### config.mk
export PLATFORM = sky130hd
export DESIGN_NAME = ro_freq_meter
export DESIGN_NICKNAME = d
export VERILOG_FILES = /design/src/rtl/ro_freq_meter.sv
export SDC_FILE = /design/constraint.sdc
export NUM_CORES = 1
export LEC_CHECK = 0
export BUFFER_PORTS_ARGS = -buffer_cell sky130_fd_sc_hd__buf_4
export CAP_MARGIN = 20
export CORE_MARGIN = 10
export CORE_UTILIZATION = 30
export CTS_CLUSTER_SIZE = 25
export DETAILED_ROUTE_END_ITERATION = 16
export SLEW_MARGIN = 10
export SYNTH_ARGS = -nofsm -noshare
export SYNTH_HDL_FRONTEND = slang
export SYNTH_SLANG_ARGS = --single-unit
### constraint.sdc
create_clock -name clk_i -period 3.5 [get_ports clk_i]
set_clock_uncertainty 0.05 [all_clocks]
set_input_delay 0 -clock clk_i [delete_from_list [all_inputs] [get_ports clk_i]]
set_output_delay 0 -clock clk_i [all_outputs]
set_load 0.02 [all_outputs]
### src/rtl/ro_freq_meter.sv
`default_nettype none
// ============================================================================
//  Module   : ro_freq_meter
//  Brief    : Ring-oscillator frequency meter. Synchronizes NUM_CH async probe
//             taps, settles on the selected channel, counts rising edges over a
//             programmable window and presents the result with a valid/ready
//             handshake. Supports back-to-back continuous measurements.
//  Options  : RO_FREQ_METER_OVF_SAT_EN - saturate the edge counter and report
//             overflow on ovf_o (default build wraps and ties ovf_o low).
//  Revision : 1.0 - initial release
// ============================================================================
module ro_freq_meter #(
    parameter int NUM_CH      = 4,
    parameter int SYNC_STAGES = 2,
    parameter int WIN_W       = 16,
    parameter int CNT_W       = 20
) (
    input  logic                      clk_i,
    input  logic                      reset_i,
    input  logic [NUM_CH-1:0]         probe_i,
    input  logic [$clog2(NUM_CH)-1:0] ch_sel_i,
    input  logic [WIN_W-1:0]          win_len_i,
    input  logic                      start_i,
    input  logic                      continuous_i,
    input  logic                      stop_i,
    output logic                      busy_o,
    output logic                      valid_o,
    input  logic                      ready_i,
    output logic [CNT_W-1:0]          count_o,
    output logic [$clog2(NUM_CH)-1:0] ch_o,
    output logic                      ovf_o
);

    localparam int                SEL_W       = $clog2(NUM_CH);
    localparam int                SET_W       = $clog2(SYNC_STAGES + 2);
    localparam logic [SET_W-1:0]  SETTLE_LAST = SET_W'(SYNC_STAGES);
    localparam logic [SEL_W:0]    NUM_CH_EXT  = (SEL_W + 1)'(NUM_CH);

    typedef enum logic [1:0] {
        IDLE   = 2'd0,
        SETTLE = 2'd1,
        COUNT  = 2'd2,
        HOLD   = 2'd3
    } state_t;

    state_t              state;
    state_t              state_nxt;

    logic [NUM_CH-1:0]   rise;
    logic [SEL_W-1:0]    ch_q;
    logic [WIN_W-1:0]    win_q;
    logic [WIN_W-1:0]    rem_q;
    logic [SET_W-1:0]    settle_cnt;
    logic [CNT_W-1:0]    cnt_q;
    logic                cont_q;
    logic                cont_eff;
    logic                ch_ok;
    logic                rise_sel;
    logic                enter_count;

    // Per-channel synchronizer chain plus one delay flop for edge detection
    genvar g;
    generate
        for (g = 0; g < NUM_CH; g++) begin : g_sync
            logic [SYNC_STAGES-1:0] chain;
            logic                   prev;

            // Shift the async tap through the synchronizer, keep last value
            always_ff @(posedge clk_i) begin
                if (reset_i) begin
                    chain <= '0;
                    prev  <= 1'b0;
                end else begin
                    chain <= {chain[SYNC_STAGES-2:0], probe_i[g]};
                    prev  <= chain[SYNC_STAGES-1];
                end
            end

            assign rise[g] = chain[SYNC_STAGES-1] & ~prev;
        end
    endgenerate

    // Out-of-range channel requests fall back to channel 0
    assign ch_ok       = ({1'b0, ch_sel_i} < NUM_CH_EXT);
    assign rise_sel    = rise[ch_q];
    // A stop in the same cycle as the HOLD handshake already ends the run
    assign cont_eff    = cont_q & ~stop_i;
    assign enter_count = (state_nxt == COUNT) && (state != COUNT);

    // State register
    always_ff @(posedge clk_i) begin
        if (reset_i) begin
            state <= IDLE;
        end else begin
            state <= state_nxt;
        end
    end

    // Next-state and status outputs
    always_comb begin
        state_nxt = state;
        busy_o    = 1'b1;
        valid_o   = 1'b0;
        case (state)
            IDLE: begin
                busy_o = 1'b0;
                if (start_i) begin
                    state_nxt = SETTLE;
                end
            end
            SETTLE: begin
                // SYNC_STAGES+1 cycles flushes the previous channel's edges
                if (settle_cnt == SETTLE_LAST) begin
                    state_nxt = COUNT;
                end
            end
            COUNT: begin
                if (rem_q == '0) begin
                    state_nxt = HOLD;
                end
            end
            HOLD: begin
                valid_o = 1'b1;
                if (ready_i) begin
                    state_nxt = cont_eff ? COUNT : IDLE;
                end
            end
            default: begin
                state_nxt = IDLE;
            end
        endcase
    end

`ifdef RO_FREQ_METER_OVF_SAT_EN
    localparam logic [CNT_W-1:0] CNT_MAX = '1;
    logic ovf_q;

    // Capture request, run settle/window counters, saturating edge counter
    always_ff @(posedge clk_i) begin
        if (reset_i) begin
            ch_q       <= '0;
            win_q      <= '0;
            rem_q      <= '0;
            settle_cnt <= '0;
            cnt_q      <= '0;
            cont_q     <= 1'b0;
            ovf_q      <= 1'b0;
        end else begin
            if ((state == IDLE) && start_i) begin
                ch_q       <= ch_ok ? ch_sel_i : '0;
                win_q      <= (win_len_i == '0) ? WIN_W'(1) : win_len_i;
                cont_q     <= continuous_i;
                settle_cnt <= '0;
            end else begin
                if (stop_i && (state != IDLE)) begin
                    cont_q <= 1'b0;
                end
                if (state == SETTLE) begin
                    settle_cnt <= settle_cnt + 1'b1;
                end
            end
            if (enter_count) begin
                cnt_q <= '0;
                ovf_q <= 1'b0;
                rem_q <= win_q - 1'b1;
            end else if (state == COUNT) begin
                rem_q <= rem_q - 1'b1;
                if (rise_sel) begin
                    if (cnt_q == CNT_MAX) begin
                        ovf_q <= 1'b1;
                    end else begin
                        cnt_q <= cnt_q + 1'b1;
                    end
                end
            end
        end
    end

    assign ovf_o = ovf_q & valid_o;
`else
    // Capture request, run settle/window counters, wrapping edge counter
    always_ff @(posedge clk_i) begin
        if (reset_i) begin
            ch_q       <= '0;
            win_q      <= '0;
            rem_q      <= '0;
            settle_cnt <= '0;
            cnt_q      <= '0;
            cont_q     <= 1'b0;
        end else begin
            if ((state == IDLE) && start_i) begin
                ch_q       <= ch_ok ? ch_sel_i : '0;
                win_q      <= (win_len_i == '0) ? WIN_W'(1) : win_len_i;
                cont_q     <= continuous_i;
                settle_cnt <= '0;
            end else begin
                if (stop_i && (state != IDLE)) begin
                    cont_q <= 1'b0;
                end
                if (state == SETTLE) begin
                    settle_cnt <= settle_cnt + 1'b1;
                end
            end
            if (enter_count) begin
                cnt_q <= '0;
                rem_q <= win_q - 1'b1;
            end else if (state == COUNT) begin
                rem_q <= rem_q - 1'b1;
                if (rise_sel) begin
                    cnt_q <= cnt_q + 1'b1;
                end
            end
        end
    end

    assign ovf_o = 1'b0;
`endif

    assign count_o = cnt_q;
    assign ch_o    = ch_q;

endmodule
`default_nettype wire

==> results list, run 1 <==
- Via count: 3,410
* Path type of the worst min-delay path: in -> reg
- TritonCTS buffer count: 9
- Hold timing on the final database bottoms out at a slack of just over 0.04 ns.
- Measured against its own limit, the worst slew margin works out to 46.9%.
* Hold Path Cell Cnt: 4
- Number of antenna violations at the first check in global routing: 0
* Net count of the mapped netlist: 457
* Synth Area in Compound Gates: 19.4%
- In the routed design, unresolved DRC markers number 0.
- Counting every sink on the clock net gives slightly above 70.
- Synth top area cells: dfxtp_1 38%, nor2_1 4.7%, nor2b_1 3.1%, a21oi_1 2.9%, a22o_1 2.8%
- Number of core rows: 40
- After layout, the minimum clock period comes to between 3 and 4 ns.
* Slew at the pin closest to its max-slew limit: 0.794 ns
- The finished cells cover 4880 um2.
- The filler cells instantiated in the layout total 1,194.
- The worst-case IR drop observed on VDD is 0.266 mV.
* Final period util: 89.1%
* HPWL Detailed: 6.78 mm
- The cell that appears most often on the critical path is mux2i_1.
- Number of cells produced by synthesis: 426
- Measured on the finished design, the core utilization comes to 40.2%.
* DP Area: ~4300 um2
- Setup repair after global routing left no endpoint under its margin.
- Sequential area share after synthesis: 37.6%
- Top-level I/O count: 53
- Once the clock tree was built, the setup fixing pass inserted 0 buffers.
- Detailed-router iteration count before antenna repair: 4
- Timing would allow up to 321 MHz.
- Counting tap cells, the placed design contains a total of 624 instances.
* CP Buf/Inv Count: 0
* Worst hold path startpoint: ready_i
- By startpoint and endpoint, the worst setup path is classified as reg -> reg.
- Post-CTS clock slew at the launch and capture registers of the worst setup and hold paths: 0.06 ns
* Mux share of post-synthesis cell area: 4.17%
- Leakage power summed over all cells: between 1.5 and 2 nW
* GR Util All Layers: 11.3%
- Entering global routing, the biggest net connects 42 pins.
* Routed WL per cell: 14.6 um
* Share of the synthesized netlist area taken by xor and xnor gates: 4.86%
- Power density over cell area: approximately 510 nW/um2
- Worst Reg-to-Reg Cells: 9
- STA classifies the critical path endpoint as a flop.
* Flop and latch count out of synthesis: 71
- The clock passes through at most 2 buffers.
* P&R area growth vs syn: 29.2%
* Final Slew Violations: 0
- Max-cap violations: 0
- Reg2reg setup slack: 0.38 ns
* Vertical extent of the die: 132 um
- In the synthesized netlist the async set-or-reset flop fraction comes to 0%.
- In the final layout, the share of cells above drive strength 1 is 20.3%.
- Max incr delay on CP: approximately 0.56 ns
- The synthesized design contains 0 enable-type register cells.
- Cell type contributing the most total cell area after synthesis: dfxtp_1
- The run finished with clean final reports.
- Area fraction of the dominant cell type after synthesis: 37.6%
- For this block, the routed nets add up to 9.70 mm of wire.
- TritonCTS built the clock tree.
- The count of nets left with antenna violations once routing finished came out at 0.
- Post-synthesis instance area: approximately 3800 um2
- Clock latency on the worst-skew pair: 0.33 ns
- By area, the combinational part of the netlist is dominated by simple AND/OR/NAND/NOR gates.
- Number of H-tree branching levels: 3
- Non-filler instance count after layout: about 670
- The number of gates resized after CTS was 0.
- The slowest stage of the critical path is the dfxtp_1 cell.
- Die outline width: 132 um
- The worst setup path is launched from a flop.
* Most used flip-flop cell after synthesis: dfxtp_1
* Synthesized area per cell: approximately 9 um2
- Yosys mapped the design onto 73 distinct sky130hd cell types.
- Routability-driven placement finished with a final weighted congestion of 0.859.
- List of cells traversed by the critical path: and4b_1 -> o21a_1 -> mux2i_1 -> ha_1 -> nor2b_1 -> nand4_1 -> mux2i_1 -> o211ai_1 -> a31oi_1
- Global-route wire length before repair: 16.7 mm
- The cell family contributing the most delay on the critical path is simple AND/OR/NAND/NOR gates.
- Number of buffer cells added on primary ports: 51
- The root buffer cell chosen for the clock tree is clkbuf_16.
- Reg-to-reg critical path endpoint: rem_q[14]
* Initial core utilization: 31.1%
- Standard cell core area: 12,200 um2
- Via count of the first global-routing pass: 3,357
- Per-cell via count in the routed design: 5.13
- For this run, the post-layout net count is about 520.
* Synth Area in Simple Gates: 27.8%
- The die covers ~17,000 um2.
- Along the worst path, the maximum fanout reaches 14.
* Initial detailed-routing violation count: about 260
* Capture endpoint of the worst hold path: state[0]
- The number of antenna diodes in the final layout is 0.
- Data arrives at the worst endpoint at 3.32 ns.
- Count of final hold-check violations: 0
- After routing, the total negative slack on setup checks comes to 0 ns.
- After Yosys synthesis, full adders, half adders and majority gates account for 0.993% of the synthesized area.
- Setup violations, final: 0
- Overall overflow remaining after global route: 0
* Data required, critical path: 3.71 ns
- During synthesis, Yosys emitted a total of 0 warnings.
- R2R Path Start: state[1]
[Yosys cell counts, drive strengths merged, types with 10 or more instances]
| library cell | n |
|---|---|
| dfxtp | 71 |
| a21oi | 22 |
| nor4 | 10 |
| o21ai | 18 |
| xnor2 | 12 |
| a31oi | 10 |
| a22o | 13 |
| nand2 | 19 |
| nor2b | 19 |
| nand3 | 11 |
| nor2 | 48 |
| nor3 | 21 |
| buf | 17 |
| inv | 10 |
[repair_timing]
| item | 4_1_cts | 5_1_grt |
|---|---|---|
| endpoints found under the hold margin | 24 | 0 |
| hold buffers | 26 | 0 |
| endpoints found under the setup margin | 0 | 0 |
[sequential cells by signal, indices dropped and copies added (netlist names)]
| register | count |
|---|---|
| settle_cnt | 2 |
| win_q | 16 |
| ch_o | 2 |
| state | 2 |
| count_o | 20 |
| cont_q | 1 |
| rem_q | 16 |
| g_sync.chain | 8 |
| g_sync.prev | 4 |
[report_power, final]
group | internal (mW) | leakage (nW) | switching, mW
sequential | 0.852 | 0.578 | 0.0631
clock | 0.786 | 0.179 | 0.350
combinational | 0.204 | 1.08 | 0.226
[layout by cell type (no fill, tap or decap), types with 4 or more instances in the layout]
| cell | netlist | layout |
|---|---|---|
| a211o_1 | 4 | 4 |
| a21oi_1 | 22 | 22 |
| a22o_1 | 12 | 12 |
| a31oi_1 | 9 | 9 |
| and3_1 | 5 | 5 |
| and4_1 | 5 | 5 |
| buf_4 | 7 | 56 |
| bufinv_16 | 0 | 4 |
| clkbuf_16 | 0 | 9 |
| dfxtp_1 | 71 | 71 |
| dlygate4sd3_1 | 0 | 26 |
| inv_1 | 10 | 10 |
| mux2i_1 | 9 | 9 |
| nand2_1 | 19 | 19 |
| nand2b_1 | 8 | 8 |
| nand3_1 | 11 | 11 |
| nand4_1 | 8 | 8 |
| nor2_1 | 47 | 47 |
| nor2b_1 | 19 | 19 |
| nor3_1 | 11 | 11 |
| nor3_2 | 10 | 10 |
| nor4_1 | 7 | 7 |
| o211ai_1 | 8 | 8 |
| o21ai_0 | 13 | 13 |
| o21ai_1 | 4 | 4 |
| o22ai_1 | 4 | 4 |
| or3_1 | 4 | 4 |
| xnor2_1 | 12 | 12 |
| xor2_1 | 9 | 9 |
[per-layer routing]
| metal | vias up | share of wire, % | wire (um) | track usage, % |
|---|---|---|---|---|
| met2 | 118 | 44 | 4250 | 17.2 |
| li1 | 1703 | - | - | - |
| met4 | 0 | 1.5 | 148 | 5.13 |
| met1 | 1578 | 48 | 4630 | 14.5 |
| met5 | - | 0 | 0 | 0 |
| met3 | 11 | 6.8 | 661 | 3.20 |
[stage by stage]
| step | total power, mW | setup slack, ns |
|---|---|---|
| 4_1_cts | 2.50 | 0.395 |
| 5_1_grt | 2.60 | 0.148 |
| 3_3_place_gp | 1.33 | 0.621 |
| 3_5_place_dp | 1.33 | 0.431 |
| 2_1_floorplan | 1.23 | 0.867 |
| 6_report | 2.48 | 0.382 |
[logic make-up (layout without fill, tap and decap cells)]
| family | count (synthesis) | count (layout) |
|---|---|---|
| AOI/OAI and AO/OA | 104 | 104 |
| xor gates and xnor gates | 21 | 21 |
| adders and majority gates | 3 | 3 |
| buffers and inverters | 36 | 107 |
| DFF | 71 | 71 |
| muxes | 13 | 13 |
| other | 1 | 1 |
| and+or+nand+nor | 177 | 177 |
[tightest hold or removal path, cell delays in order]
cell     delay [ns]
buf_4          0.10
o22ai_1        0.09
a31oi_1        0.14
nor2_1         0.04
[worst max path at each step]
stage	from	to	slack [ns]	cells after the start
2_1_floorplan	settle_cnt[0]	rem_q[10]	0.87	12
3_3_place_gp	state[1]	rem_q[14]	0.62	9
3_5_place_dp	state[1]	rem_q[14]	0.43	9
4_1_cts	state[1]	rem_q[14]	0.39	9
5_1_grt	state[1]	rem_q[14]	0.15	9
6_report	state[1]	rem_q[14]	0.38	9
[layout make-up]
type                            count  area (um2)  area share, %
Multi-Input combinational cell    319        2170           44.4
Sequential cell                    71        1420           29.1
Timing Repair Buffer               82         681           13.9
Clock buffer                       10         239           4.89
Tap cell                          168         210           4.30
Clock inverter                      5         129           2.64
Inverter                           10        37.5          0.768
Power figures use the tool's default switching activity.
==> run 2, diff against run 1 <==
--- a/config.mk
+++ b/config.mk
@@ -6,5 +6,4 @@
 export NUM_CORES = 1
 export LEC_CHECK = 0
-export BUFFER_PORTS_ARGS = -buffer_cell sky130_fd_sc_hd__buf_4
 export CAP_MARGIN = 20
 export CORE_MARGIN = 10
@@ -12,4 +11,5 @@
 export CTS_CLUSTER_SIZE = 25
 export DETAILED_ROUTE_END_ITERATION = 16
+export DONT_BUFFER_PORTS = 1
 export SLEW_MARGIN = 10
 export SYNTH_ARGS = -nofsm -noshare
--- a/constraint.sdc
+++ b/constraint.sdc
@@ -3,3 +3,3 @@
 set_input_delay 0 -clock clk_i [delete_from_list [all_inputs] [get_ports clk_i]]
 set_output_delay 0 -clock clk_i [all_outputs]
-set_load 0.02 [all_outputs]
+set_load 0.005 [all_outputs]
==> results list, run 2 (synthesis results as in run 1) <==
* Status: complete, no violations
- The wire length of the first global-routing pass is 15.9 mm (-5.1%).
- The maximum number of pins on one net before global-route repair is 39 (-7.1%).
- Number of H-tree branching levels: 3 (unchanged)
* HPWL Detailed: 6.81 mm (+0.41%)
* Data required, critical path: 3.71 ns (about the same)
- The first-pass iteration count of the detailed router is 5 (+1).
* List of cells traversed by the critical path: and4b_1 -> o21a_1 -> mux2i_1 -> ha_1 -> nor2b_1 -> nand4_1 -> mux2i_1 -> o211ai_1 -> a31oi_1
* Number of nets at the end of the flow: 478 (-8.8%)
- The leakage dissipation was 1.58 nW (-14%).
- Initial detailed-routing violation count: 302 (+17%)
- The effective utilization at floorplan came to 31.1% (unchanged).
* Cell at the root of the clock tree: clkbuf_16
- The antenna diode instance count came to 0 (unchanged).
- The clock period minus final worst setup slack was 3.00 ns (-0.117 ns).
* Worst Setup Slack, final: 0.499 ns (+0.117 ns)
- The combinational share of power was 17.8% (+0.5 points).
- The final cycle utilization of the critical path is 85.8% (-3.3 points).
- The met1 routing resource usage after global routing came to 13.7% (-0.84 points).
- Final weighted congestion in routability-driven placement: 0.865 (+0.72%)
- Fraction of met3 tracks used by global routing: 5.18% (+2.0 points)
* Aggregate routed wire length: 9.61 mm (-0.85%)
* Part of the total power dissipated in sequential elements: 39.8% (+2.9 points)
* Standard cell core area: 12,200 um2 (unchanged)
- The total power divided by cell area was 510 nW/um2 (+0.33%).
- Most common cell after layout, fill and taps aside: dfxtp_1
- Worst slew margin relative to its limit: 47.2% (+0.29 points)
- GR Util All Layers: 10.9% (-0.42 points)
* Routed WL per cell: 15.5 um (+6.5%)
- Final Slew Violations: 0 (unchanged)
- The worst setup path is of the reg -> reg kind.
* Number of antenna violations at the first check in global routing: 0 (unchanged)
- The fraction of power consumed by the clock network was 42.4% (-3.4 points).
- The number of clock buffers inserted by TritonCTS is 9 (unchanged).
- The cell row count is 40 (unchanged).
- Net switching fraction of the power: 26.7% (+0.97 points)
- The clock input transition at the sequential cells of the worst setup and hold paths was 0.06 ns (about the same).
- CTS max path bufs: 2 (unchanged)
* Top achievable clock speed: 333 MHz (+3.9%)
- The worst IR drop on VDD was 0.307 mV (+16%).
- Final Hold Slack: 0.00992 ns (-0.0313 ns)
- Global-route layer with the greatest usage: met2
- The post-cts sizing count came to 0 (unchanged).
- Crit-path max FO: 13 (-1)
- The area growth from synthesis to layout is 19.2%.
- Grt met2 use: 16.2% (-1.0 points)
- The clock sink total is 71 (unchanged).
- The critical path arrival came to 3.21 ns (-0.11 ns).
- Top library cells by usage in the layout, fill and taps aside: 71 x dfxtp_1, 47 x nor2_1, 30 x dlygate4sd3_1
- Number of flip-flops in the largest register: 20 (unchanged)
- The DRC violations left was 0 (unchanged).
- Number of placed cells counting well taps: 573 (-8.2%)
- Top-level I/O count: 53 (unchanged)
- Vertical extent of the die: 132 um (unchanged)
- The share of final-layout standard cells stronger than drive strength 1 is 11.1% (-9.2 points).
* Max-cap violations: 0 (unchanged)
* Worst slack at placement: 0.581 ns (+0.150 ns)
- Via count: 3,273 (-4.0%)
* Number of buffer cells added on primary ports: 0 (-100%)
- Among all stages on the critical path, the largest delay is contributed by dfxtp_1.
- Overall overflow remaining after global route: 0 (unchanged)
* Clock latency on the worst-skew pair: 0.34 ns (about the same)
* Max incr delay on CP: 0.56 ns (about the same)
- Clock tree from TritonCTS: done
- Per-cell via count in the routed design: 5.29 (+3.1%)
* Non-filler instance count after layout: 619 (-6.9%)
- The worst setup path is launched from a flop.
- In this run the worst hold path is classified as in -> reg.
- The actual slew at the worst max-slew pin was 0.792 ns (-0.00144 ns).
- Unrepaired setup endpoints after global routing: no
- DIE AREA: 17,500 um2 (unchanged)
- The overall die width came to 132 um (unchanged).
- The internal portion of total power was 1.68 mW (-8.6%).
- The total net switching power came to 614 uW (-3.9%).
- The count of final hold-check violations is 0 (unchanged).
- The remaining antenna violation count after routing is 0 (unchanged).
- Crit-path most repeated cell: mux2i_1
- The via count of the first global-routing pass is 3,085 (-8.1%).
- Crit. End Element: flop
* Setup total negative slack: 0 ns (unchanged)
- The final-report setup violation count came to 0 (unchanged).
-- run 2: repair_timing --
action / in CTS / in global routing
endpoints found under the hold margin: 51 / 0
hold buffers: 31 / 0
buffers inserted: 0 / 0
-- run 2: worst max-delay path: cells and delay by family (launching register included) --
family | cells | cell delay [ns]
AOI/OAI and AO/OA | 3 | 0.71
and+or+nand+nor | 3 | 0.66
DFF | 1 | 0.56
muxes | 2 | 0.56
adders and majority gates | 1 | 0.35
-- run 2: path summary, 6_finish.rpt --
check                      from                 end  slack [ns]  depth (start not counted)
max                    state[1]           rem_q[14]        0.50                          9
min                     start_i            win_q[0]        0.01                          4
max reg2reg            state[1]           rem_q[14]        0.50                          9
min reg2reg  g_sync[3].chain[0]  g_sync[3].chain[1]        0.39                          1
-- run 2: power groups by stage --
stage	Combinational, mW	Clock (mW)	Sequential, mW
floorplan	0.324	0	0.905
global placement	0.356	0	0.929
detailed placement	0.361	0	0.931
CTS	0.408	0.999	0.913
global route	0.458	1.03	0.923
finish	0.409	0.973	0.915
-- run 2: layer usage --
metal | share of wire, % | routed length [um]
met1 | 44 | 4260
met2 | 44 | 4260
met3 | 10 | 991
met4 | 1.1 | 105
met5 | 0 | 0
-- run 2: metrics by stage --
step / power, mW / cell area [um2] / util (%)
global route: 2.41 / 4510 / 37.1
finish: 2.30 / 4510 / 37.1
floorplan: 1.23 / 3780 / -
global placement: 1.29 / 3870 / 31.9
detailed placement: 1.29 / 3870 / 31.9
CTS: 2.32 / 4510 / 37.1
-- run 2: cell type report --
cell class	instances	area (um2)
clock buffer	11	243
sequential	71	1420
clock inverter	4	70.1
fill	1238	7650
tap	168	210
multi-input combinational	319	2170
timing repair buffer	36	358
inverter	10	37.5
==> run 3, diff against run 2 <==
clock period = 2.7 ns   (was 3.5 ns; I/O delays follow)
==> results list, run 3 (synthesis results as in run 1) <==
- The run finished with clean final reports.
* Initial detailed-routing violation count: 443 (+47%)
* Via count: 3,400 (+3.9%)
- Vertical extent of the die: 132 um (unchanged)
- Standard cell core area: 12,200 um2 (unchanged)
* Number of flip-flops in the largest register: 20 (unchanged)
- Total internal power: 2.13 mW (+27%)
* Residual antenna-violating net count after detailed routing: 0 (unchanged)
- The post-placement cell area was 3950 um2 (+1.9%).
- Aggregate routed wire length: 10.3 mm (+6.6%)
- Path type of the worst min-delay path: in -> reg
* Finished layout cell area: 4610 um2 (+2.3%)
- The required time at the endpoint of the critical path is 2.87 ns (-0.84 ns).
- Hold Path Cell Cnt: 3 (-1)
- The number of clock buffers inserted by TritonCTS was 9 (unchanged).
- Number of buffer cells added on primary ports: 0 (unchanged)
- The tree is rooted in a clkbuf_16.
* Final core utilization: 37.9% (+0.85 points)
- The final worst-path setup slack is 0.128 ns (-0.370 ns).
* Part of the total power dissipated in sequential elements: 39.9% (about the same)
* Slew at the pin closest to its max-slew limit: 0.909 ns (+0.116 ns)
* Power density over cell area: 643 nW/um2 (+26%)
* Startpoint type of the worst setup path: flop
* Total number of clock tree sinks: 71 (unchanged)
* Final Slew Violations: 0 (unchanged)
- The endpoint identified for the worst register-to-register timing path is rem_q[14].
* Overall overflow remaining after global route: 0 (unchanged)
- The final cycle utilization of the critical path came to 95.3% (+9.5 points).
- Clock network power share: 41.0% (-1.4 points)
- The combinational share of power is 19.1% (+1.3 points).
* Via count of the first global-routing pass: 3,227 (+4.6%)
- Standard cell with the maximum stage delay on the critical path: dfxtp_2
- Top-level I/O count: 53 (unchanged)
* Diodes inserted: 0 (unchanged)
- Die outline width: 132 um (unchanged)
- Setup violations, final: 0 (unchanged)
- The relative slew slack was 39.0% (-8.2 points).
- The worst hold path terminates at count_o[17].
- The average detailed-routed wire length per instance was 16.2 um (+4.6%).
- Top library cells by usage in the layout, fill and taps aside: 70 x dfxtp_1, 47 x nor2_1, 29 x dlygate4sd3_1
- The delay contributed by the slowest stage of the critical path came to 0.33 ns (-0.23 ns).
- The worst setup path is captured at a flop.
- The final RePlAce weighted congestion came to 0.835 (-3.4%).
* Data arrival time of the worst path: 2.75 ns (-0.46 ns)
- Per-cell via count in the routed design: 5.39 (+1.9%)
- P&R area growth vs syn: 21.9%
- Leaving out fill and tap cells, the most frequent cell in the layout is dfxtp_1.
- Max-cap violations: 0 (unchanged)
* Detailed-router iteration count before antenna repair: 5 (unchanged)
- The number of buffers between clock root and the deepest sink came to 2 (unchanged).
- Global-route wire length before repair: 16.8 mm (+5.8%)
* Final Power: 2.96 mW (+29%)
- Remaining design rule violation count: 0 (unchanged)
- Reg2reg setup slack: 0.13 ns (-0.37 ns)
- The number of H-tree branching levels was 3 (unchanged).
- The clock period minus final worst setup slack is 2.57 ns (-0.430 ns).
- Number of nets at the end of the flow: 489 (+2.3%)
* Count of final hold-check violations: 0 (unchanged)
- The total net switching power is 830 uW (+35%).
- The number of antenna violations at the first check in global routing came to 0 (unchanged).
* Clock tree from TritonCTS: done
- The worst hold path begins at reset_i.
* Worst Reg-to-Reg Cells: 11 (+2)
* Leakage power summed over all cells: 1.65 nW (+3.9%)
* Type of the worst setup path: reg -> reg
- Share of layout cells above drive strength 1: 15.3% (+4.2 points)
- The cell row count came to 40 (unchanged).
- In this run the critical register-to-register path is launched from settle_cnt[0].
* List of cells traversed by the critical path: inv_1 -> ha_1 -> and2b_2 -> o21a_4 -> mux2i_2 -> ha_2 -> nor2b_4 -> nand4_1 -> or2_0 -> o211ai_1 -> a31oi_1
- Worst slack at placement: 0.135 ns (-0.446 ns)
- Post-CTS clock slew at the launch and capture registers of the worst setup and hold paths: 0.06 ns (about the same)
* Max rail drop VDD: 0.401 mV (+30%)
- The floorplan die area is 17,500 um2 (unchanged).
- Top achievable clock speed: 389 MHz (+17%)
* Net switching fraction of the power: 28.0% (+1.3 points)
- Setup total negative slack: 0 ns (unchanged)
- Crit-path max FO: 4 (-9)
- The effective utilization at floorplan came to 31.1% (unchanged).
- The clock network latency to the later pin of the worst-skew pair is 0.34 ns (about the same).
- The total routing resource utilization after global routing was 11.6% (+0.74 points).
- Maximum number of pins on one net before global-route repair: 39 (unchanged)
* HPWL Detailed: 6.97 mm (+2.4%)
run 3: area by class of cell:
| class | instances | area, um2 |
|---|---|---|
| clock buffers | 11 | 253 |
| flip-flops and latches | 71 | 1420 |
| inverters | 10 | 37.5 |
| multi-input cells | 319 | 2190 |
| well taps | 168 | 210 |
| clock inverters | 5 | 56.3 |
| repair buffers | 47 | 438 |
| fillers | 1227 | 7550 |
run 3: how the worst max path moves through the flow:
stage                        from         to  slack, ns
finish              settle_cnt[0]  rem_q[14]       0.13
global route        settle_cnt[0]  rem_q[14]      -0.01
CTS                 settle_cnt[0]  rem_q[12]       0.11
detailed placement  settle_cnt[0]  rem_q[12]       0.13
global placement    settle_cnt[0]  rem_q[12]       0.26
floorplan           settle_cnt[0]  rem_q[10]       0.07
run 3: through the flow:
step	hold WS [ns]	std cells
2_1_floorplan	0.0755	426
6_report	0.0314	631
3_3_place_gp	0.0246	583
5_1_grt	0.0242	631
4_1_cts	0.0156	629
3_5_place_dp	0.0294	583
run 3: per-layer routing:
| metal | wire length, um | GRT usage [%] | share of wire (%) |
|---|---|---|---|
| met5 | 0 | 0 | 0 |
| met4 | 106 | 3.30 | 1.0 |
| met3 | 979 | 5.41 | 9.5 |
| met2 | 4690 | 18.4 | 46 |
| met1 | 4480 | 13.7 | 44 |
run 3: repair_timing:
action	in CTS	in global routing
hold buffers	30	0
endpoints found under the setup margin	0	4
endpoints found under the hold margin	51	0
resized for setup	0	9
buffers inserted	0	2
run 3: power by group through the flow:
stage | logic (mW) | registers (mW) | clock network, mW
detailed placement | 0.493 | 1.20 | 0
finish | 0.567 | 1.18 | 1.21
global placement | 0.481 | 1.20 | 0
global route | 0.625 | 1.19 | 1.30
floorplan | 0.420 | 1.17 | 0
CTS | 0.545 | 1.18 | 1.25
run 3: worst max-delay path, delay by kind of cell (launching register included):
family,cells,cell delay (ns)
flops,1,0.33
fa+ha+maj,2,0.47
simple gates,4,0.80
compound gates,3,0.55
mux,1,0.22
buf+inv,1,0.04
